[config.mk]
export PLATFORM = sky130hd
export DESIGN_NAME = exe_mul_stage_flat
export DESIGN_NICKNAME = d
export VERILOG_FILES = /design/src/rtl/exe_mul_stage_if.sv /design/src/rtl/exe_mul_stage.sv /design/src/flat_wrapper.sv
export SDC_FILE = /design/constraint.sdc
export NUM_CORES = 1
export LEC_CHECK = 0
export CAP_MARGIN = 20
export CORE_ASPECT_RATIO = 1.2
export CORE_MARGIN = 4
export CORE_UTILIZATION = 30
export CTS_CLUSTER_DIAMETER = 120
export CTS_CLUSTER_SIZE = 14
export DETAILED_ROUTE_END_ITERATION = 8
export PLACE_DENSITY = 0.55
export SLEW_MARGIN = 20
export SYNTH_ARGS = -nofsm -noshare
export SYNTH_HDL_FRONTEND = slang
export SYNTH_SLANG_ARGS = --single-unit
[constraint.sdc]
create_clock -name clk -period 6.8 [get_ports clk]
set_clock_uncertainty 0.1 [all_clocks]
set_input_delay 0.68 -clock clk [delete_from_list [all_inputs] [get_ports clk]]
set_output_delay 0.68 -clock clk [all_outputs]
set_load 0.02 [all_outputs]
[src/rtl/exe_mul_stage_if.sv]
// Interface bundling the ID/EX-side inputs, MEM-stage ready and the EX/MEM
// output register of exe_mul_stage. The stage itself uses the slave modport.
interface exe_mul_stage_if;
    // ID/EX side
    logic        valid_in;
    logic [3:0]  EXE_CMD;
    logic [31:0] Val1;
    logic [31:0] Val2;
    logic [31:0] Val_Rm_in;
    logic        WB_EN_IN;
    logic        MEM_R_EN_IN;
    logic        MEM_W_EN_IN;
    logic        S_IN;
    logic [3:0]  Dest_in;
    logic        C_in;
    // MEM stage ready, pipeline hold
    logic        mem_ready;
    logic        stall_out;
    // EX/MEM register
    logic [31:0] ALU_res;
    logic [31:0] Val_Rm;
    logic [3:0]  Dest;
    logic        WB_EN;
    logic        MEM_R_EN;
    logic        MEM_W_EN;
    logic [3:0]  status_out;
    logic        status_wr;

    modport master (
        output valid_in, EXE_CMD, Val1, Val2, Val_Rm_in, WB_EN_IN, MEM_R_EN_IN, MEM_W_EN_IN,
               S_IN, Dest_in, C_in, mem_ready,
        input  stall_out, ALU_res, Val_Rm, Dest, WB_EN, MEM_R_EN, MEM_W_EN, status_out,
               status_wr
    );

    modport slave (
        input  valid_in, EXE_CMD, Val1, Val2, Val_Rm_in, WB_EN_IN, MEM_R_EN_IN, MEM_W_EN_IN,
               S_IN, Dest_in, C_in, mem_ready,
        output stall_out, ALU_res, Val_Rm, Dest, WB_EN, MEM_R_EN, MEM_W_EN, status_out,
               status_wr
    );
endinterface

[src/rtl/exe_mul_stage.sv]
// Execute stage: single-cycle ALU plus an optional 32-iteration shift-add
// multiplier, feeding a registered EX/MEM output stage.
// Define EXE_MUL_EN to build the iterative multiplier and its MUL_BUSY state;
// without it, MUL (4'b1111) retires in one cycle as a bubble.
module exe_mul_stage (
    input  logic           clk,
    input  logic           rst,
    exe_mul_stage_if.slave bus
);

    localparam logic [3:0] CmdMov = 4'b0001;
    localparam logic [3:0] CmdMvn = 4'b1001;
    localparam logic [3:0] CmdAdd = 4'b0010;
    localparam logic [3:0] CmdAdc = 4'b0011;
    localparam logic [3:0] CmdSub = 4'b0100;
    localparam logic [3:0] CmdSbc = 4'b0101;
    localparam logic [3:0] CmdAnd = 4'b0110;
    localparam logic [3:0] CmdOrr = 4'b0111;
    localparam logic [3:0] CmdEor = 4'b1000;

    logic [32:0] sum;
    logic [31:0] alu_res;
    logic        alu_c;
    logic        alu_v;
    logic        alu_ok;

    logic [31:0] res_q, res_d;
    logic [31:0] rm_q, rm_d;
    logic [3:0]  dest_q, dest_d;
    logic        wb_q, wb_d;
    logic        mr_q, mr_d;
    logic        mw_q, mw_d;
    logic [3:0]  flags_q, flags_d;
    logic        swr_q, swr_d;

    // Single-cycle ALU; subtraction is A + ~B + 1 so carry-out means no borrow
    always_comb begin
        sum     = '0;
        alu_res = '0;
        alu_c   = bus.C_in;
        alu_v   = 1'b0;
        alu_ok  = 1'b1;
        case (bus.EXE_CMD)
            CmdMov: alu_res = bus.Val2;
            CmdMvn: alu_res = ~bus.Val2;
            CmdAdd, CmdAdc: begin
                sum     = {1'b0, bus.Val1} + {1'b0, bus.Val2}
                        + {32'd0, (bus.EXE_CMD == CmdAdc) & bus.C_in};
                alu_res = sum[31:0];
                alu_c   = sum[32];
                alu_v   = (bus.Val1[31] == bus.Val2[31]) && (alu_res[31] != bus.Val1[31]);
            end
            CmdSub, CmdSbc: begin
                sum     = {1'b0, bus.Val1} + {1'b0, ~bus.Val2}
                        + {32'd0, (bus.EXE_CMD == CmdSbc) ? bus.C_in : 1'b1};
                alu_res = sum[31:0];
                alu_c   = sum[32];
                alu_v   = (bus.Val1[31] != bus.Val2[31]) && (alu_res[31] != bus.Val1[31]);
            end
            CmdAnd: alu_res = bus.Val1 & bus.Val2;
            CmdOrr: alu_res = bus.Val1 | bus.Val2;
            CmdEor: alu_res = bus.Val1 ^ bus.Val2;
            default: alu_ok = 1'b0;  // undefined codes and MUL load a bubble here
        endcase
    end

`ifdef EXE_MUL_EN
    localparam logic [3:0] CmdMul = 4'b1111;

    typedef enum logic [0:0] {StIdle, StMulBusy} state_e;

    state_e      state_q, state_d;
    logic [4:0]  cnt_q;
    logic [31:0] mcand_q, mplier_q, acc_q, acc_step;
    logic        mul_wb_q, mul_mr_q, mul_mw_q, mul_s_q, mul_c_q;
    logic [3:0]  mul_dest_q;
    logic [31:0] mul_rm_q;
    logic        mul_accept;

    assign mul_accept = (state_q == StIdle) && bus.valid_in && (bus.EXE_CMD == CmdMul);
    // Multiplicand shifts left and multiplier right, so bit 0 selects each partial
    assign acc_step   = acc_q + (mplier_q[0] ? mcand_q : 32'd0);

    // State register and iteration counter, frozen while MEM is not ready
    always_ff @(posedge clk) begin
        if (rst) begin
            state_q <= StIdle;
            cnt_q   <= '0;
        end else if (bus.mem_ready) begin
            state_q <= state_d;
            cnt_q   <= (state_q == StMulBusy) ? cnt_q + 5'd1 : 5'd0;
        end
    end

    // Next-state: accept a MUL from IDLE, leave after the 32nd iteration
    always_comb begin
        state_d = state_q;
        case (state_q)
            StIdle:    if (mul_accept) state_d = StMulBusy;
            StMulBusy: if (cnt_q == 5'd31) state_d = StIdle;
            default:   state_d = StIdle;
        endcase
    end

    // Operand/control latch and shift-add datapath; isolates MUL from ID/EX changes
    always_ff @(posedge clk) begin
        if (rst) begin
            mcand_q    <= '0;
            mplier_q   <= '0;
            acc_q      <= '0;
            mul_wb_q   <= 1'b0;
            mul_mr_q   <= 1'b0;
            mul_mw_q   <= 1'b0;
            mul_s_q    <= 1'b0;
            mul_c_q    <= 1'b0;
            mul_dest_q <= '0;
            mul_rm_q   <= '0;
        end else if (bus.mem_ready) begin
            if (mul_accept) begin
                mcand_q    <= bus.Val1;
                mplier_q   <= bus.Val2;
                acc_q      <= '0;
                mul_wb_q   <= bus.WB_EN_IN;
                mul_mr_q   <= bus.MEM_R_EN_IN;
                mul_mw_q   <= bus.MEM_W_EN_IN;
                mul_s_q    <= bus.S_IN;
                mul_c_q    <= bus.C_in;
                mul_dest_q <= bus.Dest_in;
                mul_rm_q   <= bus.Val_Rm_in;
            end else if (state_q == StMulBusy) begin
                acc_q    <= acc_step;
                mcand_q  <= mcand_q << 1;
                mplier_q <= mplier_q >> 1;
            end
        end
    end

    assign bus.stall_out = ~bus.mem_ready | mul_accept
                         | ((state_q == StMulBusy) && (cnt_q != 5'd31));
`else
    assign bus.stall_out = ~bus.mem_ready;
`endif

    // Output-register next value: MUL result on its last iteration, else ALU or bubble
    always_comb begin
        res_d   = '0;
        rm_d    = '0;
        dest_d  = '0;
        wb_d    = 1'b0;
        mr_d    = 1'b0;
        mw_d    = 1'b0;
        flags_d = '0;
        swr_d   = 1'b0;
`ifdef EXE_MUL_EN
        if (state_q == StMulBusy) begin
            if (cnt_q == 5'd31) begin
                res_d   = acc_step;
                rm_d    = mul_rm_q;
                dest_d  = mul_dest_q;
                wb_d    = mul_wb_q;
                mr_d    = mul_mr_q;
                mw_d    = mul_mw_q;
                flags_d = {acc_step[31], acc_step == 32'd0, mul_c_q, 1'b0};
                swr_d   = mul_s_q;
            end
        end else
`endif
        if (bus.valid_in && alu_ok) begin
            res_d   = alu_res;
            rm_d    = bus.Val_Rm_in;
            dest_d  = bus.Dest_in;
            wb_d    = bus.WB_EN_IN;
            mr_d    = bus.MEM_R_EN_IN;
            mw_d    = bus.MEM_W_EN_IN;
            flags_d = {alu_res[31], alu_res == 32'd0, alu_c, alu_v};
            swr_d   = bus.S_IN;
        end
    end

    // EX/MEM register: reset wins, otherwise loads only when MEM is ready
    always_ff @(posedge clk) begin
        if (rst) begin
            res_q   <= '0;
            rm_q    <= '0;
            dest_q  <= '0;
            wb_q    <= 1'b0;
            mr_q    <= 1'b0;
            mw_q    <= 1'b0;
            flags_q <= '0;
            swr_q   <= 1'b0;
        end else if (bus.mem_ready) begin
            res_q   <= res_d;
            rm_q    <= rm_d;
            dest_q  <= dest_d;
            wb_q    <= wb_d;
            mr_q    <= mr_d;
            mw_q    <= mw_d;
            flags_q <= flags_d;
            swr_q   <= swr_d;
        end
    end

    assign bus.ALU_res    = res_q;
    assign bus.Val_Rm     = rm_q;
    assign bus.Dest       = dest_q;
    assign bus.WB_EN      = wb_q;
    assign bus.MEM_R_EN   = mr_q;
    assign bus.MEM_W_EN   = mw_q;
    assign bus.status_out = flags_q;
    assign bus.status_wr  = swr_q;

endmodule
[src/flat_wrapper.sv]
// flat-port wrapper written by rule: the top's interface ports become plain ports
module exe_mul_stage_flat 
  (clk, rst, bus_valid_in, bus_EXE_CMD, bus_Val1, bus_Val2, bus_Val_Rm_in, bus_WB_EN_IN, bus_MEM_R_EN_IN, bus_MEM_W_EN_IN, bus_S_IN, bus_Dest_in, bus_C_in, bus_mem_ready, bus_stall_out, bus_ALU_res, bus_Val_Rm, bus_Dest, bus_WB_EN, bus_MEM_R_EN, bus_MEM_W_EN, bus_status_out, bus_status_wr);
  exe_mul_stage_if bus_i ();
  input  logic clk;
  input  logic rst;
  input wire logic [$bits(bus_i.valid_in)-1:0] bus_valid_in;
  input wire logic [$bits(bus_i.EXE_CMD)-1:0] bus_EXE_CMD;
  input wire logic [$bits(bus_i.Val1)-1:0] bus_Val1;
  input wire logic [$bits(bus_i.Val2)-1:0] bus_Val2;
  input wire logic [$bits(bus_i.Val_Rm_in)-1:0] bus_Val_Rm_in;
  input wire logic [$bits(bus_i.WB_EN_IN)-1:0] bus_WB_EN_IN;
  input wire logic [$bits(bus_i.MEM_R_EN_IN)-1:0] bus_MEM_R_EN_IN;
  input wire logic [$bits(bus_i.MEM_W_EN_IN)-1:0] bus_MEM_W_EN_IN;
  input wire logic [$bits(bus_i.S_IN)-1:0] bus_S_IN;
  input wire logic [$bits(bus_i.Dest_in)-1:0] bus_Dest_in;
  input wire logic [$bits(bus_i.C_in)-1:0] bus_C_in;
  input wire logic [$bits(bus_i.mem_ready)-1:0] bus_mem_ready;
  output wire logic [$bits(bus_i.stall_out)-1:0] bus_stall_out;
  output wire logic [$bits(bus_i.ALU_res)-1:0] bus_ALU_res;
  output wire logic [$bits(bus_i.Val_Rm)-1:0] bus_Val_Rm;
  output wire logic [$bits(bus_i.Dest)-1:0] bus_Dest;
  output wire logic [$bits(bus_i.WB_EN)-1:0] bus_WB_EN;
  output wire logic [$bits(bus_i.MEM_R_EN)-1:0] bus_MEM_R_EN;
  output wire logic [$bits(bus_i.MEM_W_EN)-1:0] bus_MEM_W_EN;
  output wire logic [$bits(bus_i.status_out)-1:0] bus_status_out;
  output wire logic [$bits(bus_i.status_wr)-1:0] bus_status_wr;
  assign bus_i.valid_in = bus_valid_in;
  assign bus_i.EXE_CMD = bus_EXE_CMD;
  assign bus_i.Val1 = bus_Val1;
  assign bus_i.Val2 = bus_Val2;
  assign bus_i.Val_Rm_in = bus_Val_Rm_in;
  assign bus_i.WB_EN_IN = bus_WB_EN_IN;
  assign bus_i.MEM_R_EN_IN = bus_MEM_R_EN_IN;
  assign bus_i.MEM_W_EN_IN = bus_MEM_W_EN_IN;
  assign bus_i.S_IN = bus_S_IN;
  assign bus_i.Dest_in = bus_Dest_in;
  assign bus_i.C_in = bus_C_in;
  assign bus_i.mem_ready = bus_mem_ready;
  assign bus_stall_out = bus_i.stall_out;
  assign bus_ALU_res = bus_i.ALU_res;
  assign bus_Val_Rm = bus_i.Val_Rm;
  assign bus_Dest = bus_i.Dest;
  assign bus_WB_EN = bus_i.WB_EN;
  assign bus_MEM_R_EN = bus_i.MEM_R_EN;
  assign bus_MEM_W_EN = bus_i.MEM_W_EN;
  assign bus_status_out = bus_i.status_out;
  assign bus_status_wr = bus_i.status_wr;
  exe_mul_stage u_core (.clk(clk), .rst(rst), .bus(bus_i));
endmodule
Word level (Yosys, flattened, before mapping)

Index checks and enable logic that the tools add are counted.

Add/sub/neg operators: 4
Equal/unequal tests: 13
Mux-type cells: 13
Reduce and logical (&&, ||, !) cells: 7
Bitwise operators: 6

Operators by type and width:

| kind               | number |
|---|---|
| $pmux 32 s7        | 1 |
| $add 32x32->33     | 2 |
| $add 33x1->33      | 2 |
| $mux 32            | 2 |
| $and 32x32->32     | 1 |
| $logic_not 32->1   | 1 |
| $not 32->32        | 1 |
| $or 32x32->32      | 1 |
| $xor 32x32->32     | 1 |
| $eq 4x3->1 const B | 4 |
| $reduce_or 9->1    | 1 |
| $eq 4x2->1 const B | 2 |
| $eq 4x4->1 const B | 2 |
| $mux 4             | 2 |
| $mux 1             | 6 |
| $eq 4x1->1 const B | 1 |
| $pmux 1 s2         | 2 |
| $reduce_or 2->1    | 2 |
| $logic_and 1x1->1  | 3 |
| $ne 1x1->1         | 3 |
| $and 1x1->1        | 1 |
| $eq 1x1->1         | 1 |
| $not 1->1          | 1 |

Bits of input ports: 113
Register bits: 76
Logic and storage cells: 51
Output and inout port bits: 77

Depth between registers and ports, before layout

Gate-level depths: netlist of the first run.

Depth after elaboration: 7
Depth in mapped cells: 21
Gate-level depth less buffers: 17

Worst setup path before layout of the first run

OpenSTA, ideal clock, no wires.

Path kind: input-to-reg
Start point: input port bus_EXE_CMD[2]
End point: register u_core.flags_q[2], in the netlist u_core.bus.status_out[2]
Data arrival time: 5.058 ns
Path slack: 1.585 ns
Setup time: 0.057 ns
Buffers on the path: 5
Stages on the path: 21
Data required time: 6.643 ns
Path through: buf_2 > clkbuf_1 > nand2_1 > clkbuf_1 > clkbuf_1 > buf_2 > or3_1 > fa_1 > inv_1 > fa_1 > o21bai_1 > a221oi_2 > a21oi_1 > o21a_1 > a21o_1 > o41ai_1 > mux2i_1 > o22ai_1 > or3_1 > nor3_1 > a21o_1

Longest elaborated chain between the ends: 6
Elaborated cells between the ends (all ways): 21
Those cells by class: 2 x add/sub; 9 x eq/ne; 4 x mux; 1 x bitwise; 5 x reduce/logical

Ends and longest elaborated chain:

| what                                     | RTL line                                                      | text |
|---|---|---|
| start: declaration                       | flat_wrapper.sv:8                                             | `input wire logic [$bits(bus_i.EXE_CMD)-1:0] bus_EXE_CMD;` |
| $eq 4x3->1 or $eq 4x2->1 (tied branches) | exe_mul_stage.sv:43, exe_mul_stage.sv:55, exe_mul_stage.sv:48 |  |
| $mux 1 or $and 1x1->1 (tied branches)    | exe_mul_stage.sv:55, exe_mul_stage.sv:48                      |  |
| $add 33x1->33, on equally long branches  | exe_mul_stage.sv:55, exe_mul_stage.sv:48                      |  |
| $pmux 32 s7                              | exe_mul_stage.sv:43                                           | `case (bus.EXE_CMD)` |
| $logic_not 32->1                         | exe_mul_stage.sv:175                                          | `flags_d = {alu_res[31], alu_res == 32'd0, alu_c, alu_v};` |
| $mux 4 (*)                               | exe_mul_stage.sv:168                                          | `if (bus.valid_in && alu_ok) begin` |
| end signal: assignment                   | exe_mul_stage.sv:198                                          | `flags_q <= flags_d;` |
| end: declaration                         | exe_mul_stage.sv:33                                           | `logic [3:0] flags_q, flags_d;` |

Every way passes the cells marked *; elsewhere a longest branch is shown, timed or not.
A chain may end at the register's enable or synchronous reset.

Final worst setup path of the first run

Start point: input port bus_EXE_CMD[1]
End point: register u_core.flags_q[2], in the netlist u_core.bus.status_out[2]

Same word-level chain as after synthesis.

==> results of run 1 <==
## path summary, 6_finish.rpt
path / start / end / slack [ns]
worst max-delay path: bus_EXE_CMD[1] / u_core.bus.status_out[2] / 1.69
worst min-delay path: u_core.bus.ALU_res[16] / u_core.bus.ALU_res[16] / 0.36
worst max register to register: u_core.bus.status_out[2] / u_core.bus.status_out[2] / 5.90
worst min register to register: u_core.bus.ALU_res[16] / u_core.bus.ALU_res[16] / 0.36
## power by group through the flow
stage                     registers, mW  logic (mW)  clock network, mW
after floorplan                   0.486       0.443                  0
after global placement            0.471       0.719                  0
after detailed placement          0.471       0.722                  0
after CTS                         0.461       0.726              0.575
after global routing              0.462       0.793              0.592
final                             0.461       0.733              0.560
## per-stage QoR
stage | util, % | hold WS (ns)
detailed placement | 37.56 | 0.3564
global placement | 37.56 | 0.3517
global route | 38.76 | 0.3789
floorplan | - | 0.4450
finish | 38.76 | 0.3615
CTS | 38.75 | 0.3657
## routing by layer
metal,wire [µm],GRT usage (%),vias up
met5,12,0,-
met4,1009,6.479,2
met3,2510,3.002,65
met2,16850,35.82,454
met1,15990,28.02,4736
li1,-,-,4807
## logic make-up after synthesis
| kind of cell | Yosys count | synth area share (%) |
|---|---|---|
| buffers and inverters | 193 | 8.515 |
| and+or+nand+nor | 409 | 22.26 |
| xor gates and xnor gates | 37 | 3.615 |
| AOI/OAI and AO/OA | 433 | 33.92 |
| muxes | 7 | 0.7817 |
| DFF | 75 | 16.75 |
| adders and majority gates | 99 | 14.15 |
## worst reg2reg max path: cells and delay by family (launching register included)
family	cells	cell delay, ns
compound gates	1	0.13
flops	1	0.33
simple gates	1	0.28
## sequential cells by signal, indices dropped and copies added, names as in the netlist
name,flops
u_core.bus.status_wr,1
u_core.bus.Val_Rm,32
u_core.bus.MEM_W_EN,1
u_core.bus.Dest,4
u_core.bus.status_out,3
u_core.bus.ALU_res,32
u_core.bus.WB_EN,1
u_core.bus.MEM_R_EN,1
## Yosys cell counts (15+ instances only)
library cell / instances
buf_2: 22
o211ai_1: 17
a21o_1: 15
clkbuf_1: 57
ha_1: 95
nor2_1: 148
xnor2_1: 27
nand2_1: 82
and3_1: 21
nand4_1: 23
nand3_1: 17
a22oi_1: 74
o22ai_1: 21
dfxtp_1: 75
a21oi_1: 103
nor2b_1: 18
nor3_1: 27
o21ai_0: 47
inv_1: 98
## final cells by class
class | count | area share (%)
multi-input combinational | 985 | 58.71
sequential | 75 | 13.12
inverter | 101 | 3.313
tap | 390 | 4.264
timing repair buffer | 205 | 17.49
clock buffer | 10 | 2.088
antenna | 1 | 0.02187
clock inverter | 6 | 0.9840
==> out/metrics.cfg, run 1 <==
[min_path]
hp-class=reg -> reg
min_path_cells=2

[pwr]
total_power_mw=1.755
p_clk_share_pct=31.9
seq_power_share_pct=26.3
p_comb_share_pct=41.8
switching_share_pct=36.84
max-vdd-ir-drop_uv=136.9
p_switching_mw=0.6464
internal_power_mw=1.108
powerDensity_nw_per_um2=153.3
p_leak_nw=4.592

[route]
first_iter_violations=857
antenna_left=0
finalWirelength_mm=36.37
vias=10060
avgRoutedWirePerCell_um=20.51
drt_pass1_iterations=7
viasPerCell=5.676
drc=0

[worst_setup_path]
cp_common_cell=a21o_1
critical-path-max-stage-delay_ns=0.62
crit_fanout=14
end_kind=flip-flop
cp.depth=16
start_kind=input pin
arrival_ns=5.29
required_ns=6.98
crit_type=in -> reg
path_buf_inv=1
cp_cell_sequence=clkdlybuf4s50_1 > nand2b_1 > nor2_4 > and3_1 > fa_1 > a21o_1 > and4_1 > nor2_1 > o311ai_2 > o31ai_1 > and3b_1 > mux2i_1 > a311oi_1 > nand4b_1 > nor4_2 > a21o_1
reg2reg_depth=2
cp_slowest_cell=clkdlybuf4s50_1
crit_family=compound AO/OA/AOI/OAI gates

[floorplanning]
die-area_um2=32720
start_util_pct=30.36
rows=69
pin_count=190
core_area_um2=29530
die_y_um=197.4
die_width_um=165.8

[clock_network]
clk_pin_slew_worst_paths_ns=0.06
cts_buffers=9
cts_root_buf=clkbuf_16
h-tree-depth=3
clock_path_buffers=2
post-cts-setup-buffer-count=0
clkSinkCount=75
ctsResizeCount=0
worst_skew_pair.late_latency_ns=0.34
postCtsHoldBufs=0
cts_tree=yes

[placement]
place_ws_ns=1.448
place_hpwl_mm=27.35
numPortBuffers=189
placedInstanceArea_um2=11090
place_inst=1756
place.gp.congestion=0.8957

[sta]
worst_pin_slew_ns=0.8831
relSlewSlack_pct=41.13
finalHoldViolCount=0
max_freq_mhz=195.8
drv_slew=0
rsz0062_at_grt=false
setup_slack_ns=1.693
setup_tns_ns=0
min_period_ns=5.107
setup_viol=0
post-route-period-util_pct=75.11

[yosys]
yosysWarnings=0
synthCells=1253
synth_seq_area_share_pct=16.75
yosys.area.top_type=dfxtp_1
syn_area_um2=8964
synth_top_area_share_pct=16.75
synthFlopType=dfxtp_1
ys_types=87
synthesis.nets=1465
synthArstFlopShare_pct=0
synth_edf_count=0
syn_avg_cell_area_um2=7.154
synth_area_leaders=dfxtp_1, ha_1, a22oi_1, nor2_1, a21oi_1
synth-seq-cells=75

[final_layout]
multiInputGateArea_um2=6719
final_nets=1589
fill_cells=3125
final_cells=1773
final_common_cell=clkdlybuf4s50_1
ff_latch_area_um2=1501
finalInstanceArea_um2=11440
final_layout_size_suffix_gt1_share_pct=4.848
area_growth_pct=27.67
mostFrequentLayoutCells=clkdlybuf4s50_1, nor2_1, a21oi_1

[global_routing]
grt_pass1_vias=9570
grt_max_degree=77
antenna_found_initial=2
grt_pass1_wl_mm=56.14
grt_usage_pct=21.15
grt.overflow.total=0

[flow_run]
drv_cap=0

[outcome]
status=finished, final reports clean

No activity file was read; power rests on OpenSTA's default activity.
==> run 2: changes to the inputs <==
- clock period: 6.8 -> 5.3 ns (I/O delays scaled with it)
==> run 2 against run 1 <==
Clock power rose by 8.4%. Largest power group unchanged. Die area unchanged. Flip-flop and latch count did not move. Cell count up 0.56%. Highest routed layer is now met4.
==> out/metrics.cfg, run 2 (synthesis gave the netlist of run 1 again) <==
[pwr]
seq_power_share_pct=27.5  ; was 26.3%
p_leak_nw=4.609  ; was 4.592 nW
p_switching_mw=0.8331  ; was 0.6464 mW
switching_share_pct=38.67  ; was 36.84%
p_clk_share_pct=28.2  ; was 31.9%
powerDensity_nw_per_um2=187.8  ; was 153.3 nW/µm²
internal_power_mw=1.321  ; was 1.108 mW
max-vdd-ir-drop_uv=160.9  ; was 136.9 µV
total_power_mw=2.154  ; was 1.755 mW
p_comb_share_pct=44.4  ; was 41.8%

[flow_run]
drv_cap=0  ; unchanged

[floorplanning]
rows=69  ; unchanged
start_util_pct=30.36  ; unchanged
pin_count=190  ; unchanged
die-area_um2=32720  ; unchanged
core_area_um2=29530  ; unchanged
die_width_um=165.8  ; unchanged
die_y_um=197.4  ; unchanged

[final_layout]
antennaDiodeCount=0  ; was 1
ff_latch_area_um2=1501  ; unchanged
final_nets=1600  ; was 1589
multiInputGateArea_um2=6714  ; was 6719 µm²
final_layout_size_suffix_gt1_share_pct=5.528  ; was 4.848%
final_common_cell=clkdlybuf4s50_1  ; unchanged
mostFrequentLayoutCells=clkdlybuf4s50_1, nor2_1, a21oi_1  ; unchanged
area_growth_pct=28.02  ; was 27.67%
fill_cells=3133  ; was 3125

[sta]
rsz0062_at_grt=false  ; unchanged
finalHoldViolCount=0  ; unchanged
setup_tns_ns=0  ; unchanged
post-route-period-util_pct=90.19
setup_viol=0  ; unchanged
min_period_ns=4.780
drv_slew=0  ; unchanged
max_freq_mhz=209.2
worst_pin_slew_ns=0.8668  ; was 0.8831 ns
relSlewSlack_pct=42.21  ; was 41.13%

[min_path]
holdPathEnd=u_core.bus.ALU_res[27]  ; was u_core.bus.ALU_res[16]
hp-class=reg -> reg  ; unchanged
min_path_cells=2  ; unchanged
hold_start=u_core.bus.ALU_res[27]  ; was u_core.bus.ALU_res[16]

[route]
finalWirelength_mm=36.73  ; was 36.37 mm
drt_pass1_iterations=5  ; was 7
first_iter_violations=820  ; was 857
drc=0  ; unchanged
viasPerCell=5.666  ; was 5.676
avgRoutedWirePerCell_um=20.60  ; was 20.51 µm
vias=10100  ; was 10060
antenna_left=0  ; unchanged

[global_routing]
grt_usage_pct=21.29  ; was 21.15%
grt.overflow.total=0  ; unchanged
grt_max_degree=76  ; was 77
grt_pass1_wl_mm=56.35  ; was 56.14 mm
grt_pass1_vias=9748  ; was 9570
antenna_found_initial=0  ; was 2

[clock_network]
ctsResizeCount=0  ; unchanged
h-tree-depth=3  ; unchanged
clkSinkCount=75  ; unchanged
cts_buffers=9  ; unchanged
postCtsHoldBufs=0  ; unchanged
post-cts-setup-buffer-count=0  ; unchanged
clock_path_buffers=2  ; unchanged
cts_tree=yes  ; unchanged
cts_root_buf=clkbuf_16  ; unchanged
clk_pin_slew_worst_paths_ns=0.06  ; about the same
worst_skew_pair.late_latency_ns=0.33  ; was 0.34 ns

[worst_setup_path]
crit_type=in -> reg  ; unchanged
r2r_end=u_core.bus.status_out[2]  ; unchanged
crit_fanout=13  ; was 14
critical-path-max-stage-delay_ns=0.51  ; was 0.62 ns
end_kind=flip-flop  ; unchanged
cp_cell_sequence=clkdlybuf4s50_1 > buf_4 > nand2b_1 > nor2_2 > and3_1 > fa_1 > fa_1 > a21o_1 > a221o_1 > a21oi_1 > o31a_1 > o21bai_1 > a32oi_1 > a32oi_1 > nor4_1 > nand4_1 > nor4_2 > a21o_1  ; was clkdlybuf4s50_1 > nand2b_1 > nor2_4 > and3_1 > fa_1 > a21o_1 > and4_1 > nor2_1 > o311ai_2 > o31ai_1 > and3b_1 > mux2i_1 > a311oi_1 > nand4b_1 > nor4_2 > a21o_1
arrival_ns=4.97  ; was 5.29 ns
setup.reg_to_reg.worst_slack_ns=4.43  ; was 5.90 ns
start_kind=input pin  ; unchanged
cp_slowest_cell=clkdlybuf4s50_1  ; unchanged
reg2reg_depth=2  ; unchanged
r2r-start=u_core.bus.status_out[2]  ; unchanged
required_ns=5.49  ; was 6.98 ns

[outcome]
status=finished, final reports clean  ; unchanged

[placement]
place.gp.congestion=0.9550  ; was 0.8957
numPortBuffers=189  ; unchanged
place_hpwl_mm=27.99  ; was 27.35 mm

## run 2: cell count changes in the layout (fill, tap and decap cells not counted), sizes merged
cell,previous run,this run
clkinv,3,2
buf,18,29
clkinvlp,0,3
diode,1,0
bufinv,3,1
## run 2: stage by stage
stage          hold WS (ns)  setup WS (ns)  util [%]  cell area (µm²)  cells
3_3_place_gp         0.3512         0.3294     37.86            11180   1767
2_1_floorplan        0.4450         0.2352         -             8964   1253
4_1_cts              0.3667         0.6175     38.86            11470   1783
5_1_grt              0.3891         0.3305     38.86            11470   1783
6_report             0.3612         0.5202     38.86            11470   1783
3_5_place_dp         0.3575         0.2544     37.86            11180   1767
## run 2: critical path: cells and delay by family
| family | cells | cell delay [ns] |
|---|---|---|
| compound gates | 8 | 1.72 |
| buf+inv | 2 | 0.74 |
| simple gates | 6 | 1.15 |
| fa+ha+maj | 2 | 0.82 |
## run 2: how the worst max path moves through the flow
stage	from	end	slack, ns
floorplan	bus_EXE_CMD[2]	u_core.bus.status_out[2]	0.24
global placement	bus_EXE_CMD[1]	u_core.bus.status_out[2]	0.33
detailed placement	bus_EXE_CMD[1]	u_core.bus.status_out[2]	0.25
CTS	bus_EXE_CMD[1]	u_core.bus.status_out[2]	0.62
global route	bus_EXE_CMD[1]	u_core.bus.status_out[2]	0.33
finish	bus_EXE_CMD[1]	u_core.bus.status_out[2]	0.52
## run 2: cell type report
class | instances | share of cell area (%)
Tap cell | 390 | 4.253
Sequential cell | 75 | 13.08
Clock inverter | 6 | 0.5779
Inverter | 101 | 3.304
Multi-Input combinational cell | 985 | 58.51
Clock buffer | 10 | 1.995
Timing Repair Buffer | 216 | 18.27
## run 2: per-layer routing
layer	GRT usage (%)	wire length (µm)	up-vias	share of wire [%]
li1	-	-	4831	-
met1	28.12	16490	4809	45
met2	36.18	17080	402	47
met3	2.982	2205	60	6.0
met4	6.571	952	0	2.6
met5	0	0	-	0
## run 2: power groups by stage
| stage | Clock, mW | Sequential (mW) | Combinational (mW) |
|---|---|---|---|
| 2_1_floorplan | 0 | 0.624 | 0.568 |
| 3_3_place_gp | 0 | 0.604 | 0.935 |
| 3_5_place_dp | 0 | 0.605 | 0.939 |
| 4_1_cts | 0.627 | 0.592 | 0.944 |
| 5_1_grt | 0.642 | 0.594 | 1.03 |
| 6_report | 0.607 | 0.592 | 0.956 |
==> variant, RTL diff (settings of run 2) <==
Add a define of `EXE_MUL_EN`.
--- a/src/rtl/exe_mul_stage.sv
+++ b/src/rtl/exe_mul_stage.sv
@@ -3,4 +3,6 @@
 // Define EXE_MUL_EN to build the iterative multiplier and its MUL_BUSY state;
 // without it, MUL (4'b1111) retires in one cycle as a bubble.
+`define EXE_MUL_EN
+
 module exe_mul_stage (
     input  logic           clk,
Function: changed (a bounded check fails within 4 cycles, from zero or initial values and one cycle with rst high).
==> variant against run 2 <==
  * Routed wire length grew 100%
  * Worst setup slack lost 0.0025 ns
  * Highest routed layer unchanged
  * Sequential cell count grew 143
  * Count of clock-buffer cells in the layout grew 10
  * Design area grew 80%
  * Area after synthesis grew 92%
  * Largest power group is now sequential cells
  * Total power grew 110%
==> variant: results (changes against run 2) <==
DETAILED ROUTING
-------------------------------------------------------------------------------
Wire length on met3                                                     6020 um   +170%
Metal-1 WL                                                             32400 um   +96%
Violation count after the first detailed-route iteration                   1245   +52%
Post-detailed-route via-to-cell ratio                                      5.76   +1.7%
Detailed-routing iteration count for the pre-antenna-repair pass              6   +1

SYNTHESIS
-------------------------------------------------------------------------------
Fraction of the mapped netlist area in compound gates                     28.6%   -5.3 points
Count of mapped cells out of synthesis                                     2290   +83%
Mux cell area share after synthesis                                       4.97%   +4.2 points
Cell types occupying the most area after synthesis                 sky130_fd_sc_hd__dfxtp_1 (25%), sky130_fd_sc_hd__ha_1 (9.3%), sky130_fd_sc_hd__nor2_1 (5.9%)
Distinct cell type count after synthesis                                     93   +6.9%
Commonest cells post-synth                                         sky130_fd_sc_hd__nor2_1 (269), sky130_fd_sc_hd__dfxtp_1 (218), sky130_fd_sc_hd__nand2_1 (203), sky130_fd_sc_hd__a21oi_1 (194), sky130_fd_sc_hd__inv_1 (129)
Seq/Total Area, Yosys                                                     25.4%   +8.7 points
Mapped Nets                                                                2536   +73%
Adder-Cell Fraction of Synth Area                                         9.91%   -4.2 points
Post-synthesis xor/xnor area fraction                                     2.04%   -1.6 points

CTS
-------------------------------------------------------------------------------
Clock network latency to the later pin of the worst-skew pair           0.56 ns   +0.23 ns
CTS Buf Count                                                                20   +11
Number of buffers on the longest clock path                                   3   +1
Clock-pin transition on the worst setup and hold timing paths           0.08 ns   +0.02 ns

GRT
-------------------------------------------------------------------------------
Routing usage on met3                                                     5.15%   +2.2 points
Global-route usage over all layers                                        23.0%   +1.7 points
Global routing usage on met1                                              31.0%   +2.9 points
Global routing usage on met2                                              38.1%   +2.0 points
First-pass GRT wire length                                            111000 um   +97%

SETUP PATH
-------------------------------------------------------------------------------
Worst setup slack for register-to-register paths                        0.52 ns   -3.91 ns
Arrival time at the worst endpoint                                      5.15 ns   +0.18 ns
Max stage delay on crit path                                            0.61 ns   +0.10 ns
Cell with the largest stage delay on the worst path                sky130_fd_sc_hd__nor4b_1

POWER
-------------------------------------------------------------------------------
Power attributed to the clock group                                     1.38 mW   +130%
Gate power share                                                          29.9%   -15 points
Leakage component of the power                                          7.99 nW   +73%
Total power density per cell area                                   216 mW/mm^2   +15%

RUN STATUS
-------------------------------------------------------------------------------
Run status                                                         finished clean

PLACEMENT
-------------------------------------------------------------------------------
Minimum setup slack after placement                                   0.0349 ns   -0.219 ns
Detail Placement HPWL                                                  54700 um   +95%

WORST HOLD PATH
-------------------------------------------------------------------------------
Destination of the worst hold path                                 u_core.state_q
Worst hold start                                                            rst

LAYOUT
-------------------------------------------------------------------------------
Area of the multi-input gates                                       0.0117 mm^2   +74%
Layout net count                                                           2684   +68%

TIMING
-------------------------------------------------------------------------------
Worst-case headroom to the max-slew limit                                 29.7%   -12 points
Worst hold-check slack                                                 0.317 ns   -0.0440 ns

variant: cell count changes after synthesis, moves of 38 or more:
cell / before / now
sky130_fd_sc_hd__dfxtp_1: 75 / 218
sky130_fd_sc_hd__nand2_1: 82 / 203
sky130_fd_sc_hd__nor2_1: 148 / 269
sky130_fd_sc_hd__a21oi_1: 103 / 194
sky130_fd_sc_hd__a211oi_1: 10 / 97
sky130_fd_sc_hd__nor3_1: 27 / 104
sky130_fd_sc_hd__mux2i_1: 7 / 83
sky130_fd_sc_hd__clkbuf_1: 57 / 128
sky130_fd_sc_hd__a221oi_1: 4 / 64
sky130_fd_sc_hd__a22oi_1: 74 / 24
sky130_fd_sc_hd__o21ai_0: 47 / 88
sky130_fd_sc_hd__and2_1: 3 / 41
variant: final cells by class:
cell class | count | area share (%)
multi-input combinational | 1774 | 56.5
inverter | 129 | 2.34
sequential | 218 | 21.1
clock inverter | 5 | 0.218
tap | 727 | 4.40
timing repair buffer | 295 | 13.1
clock buffer | 20 | 2.42
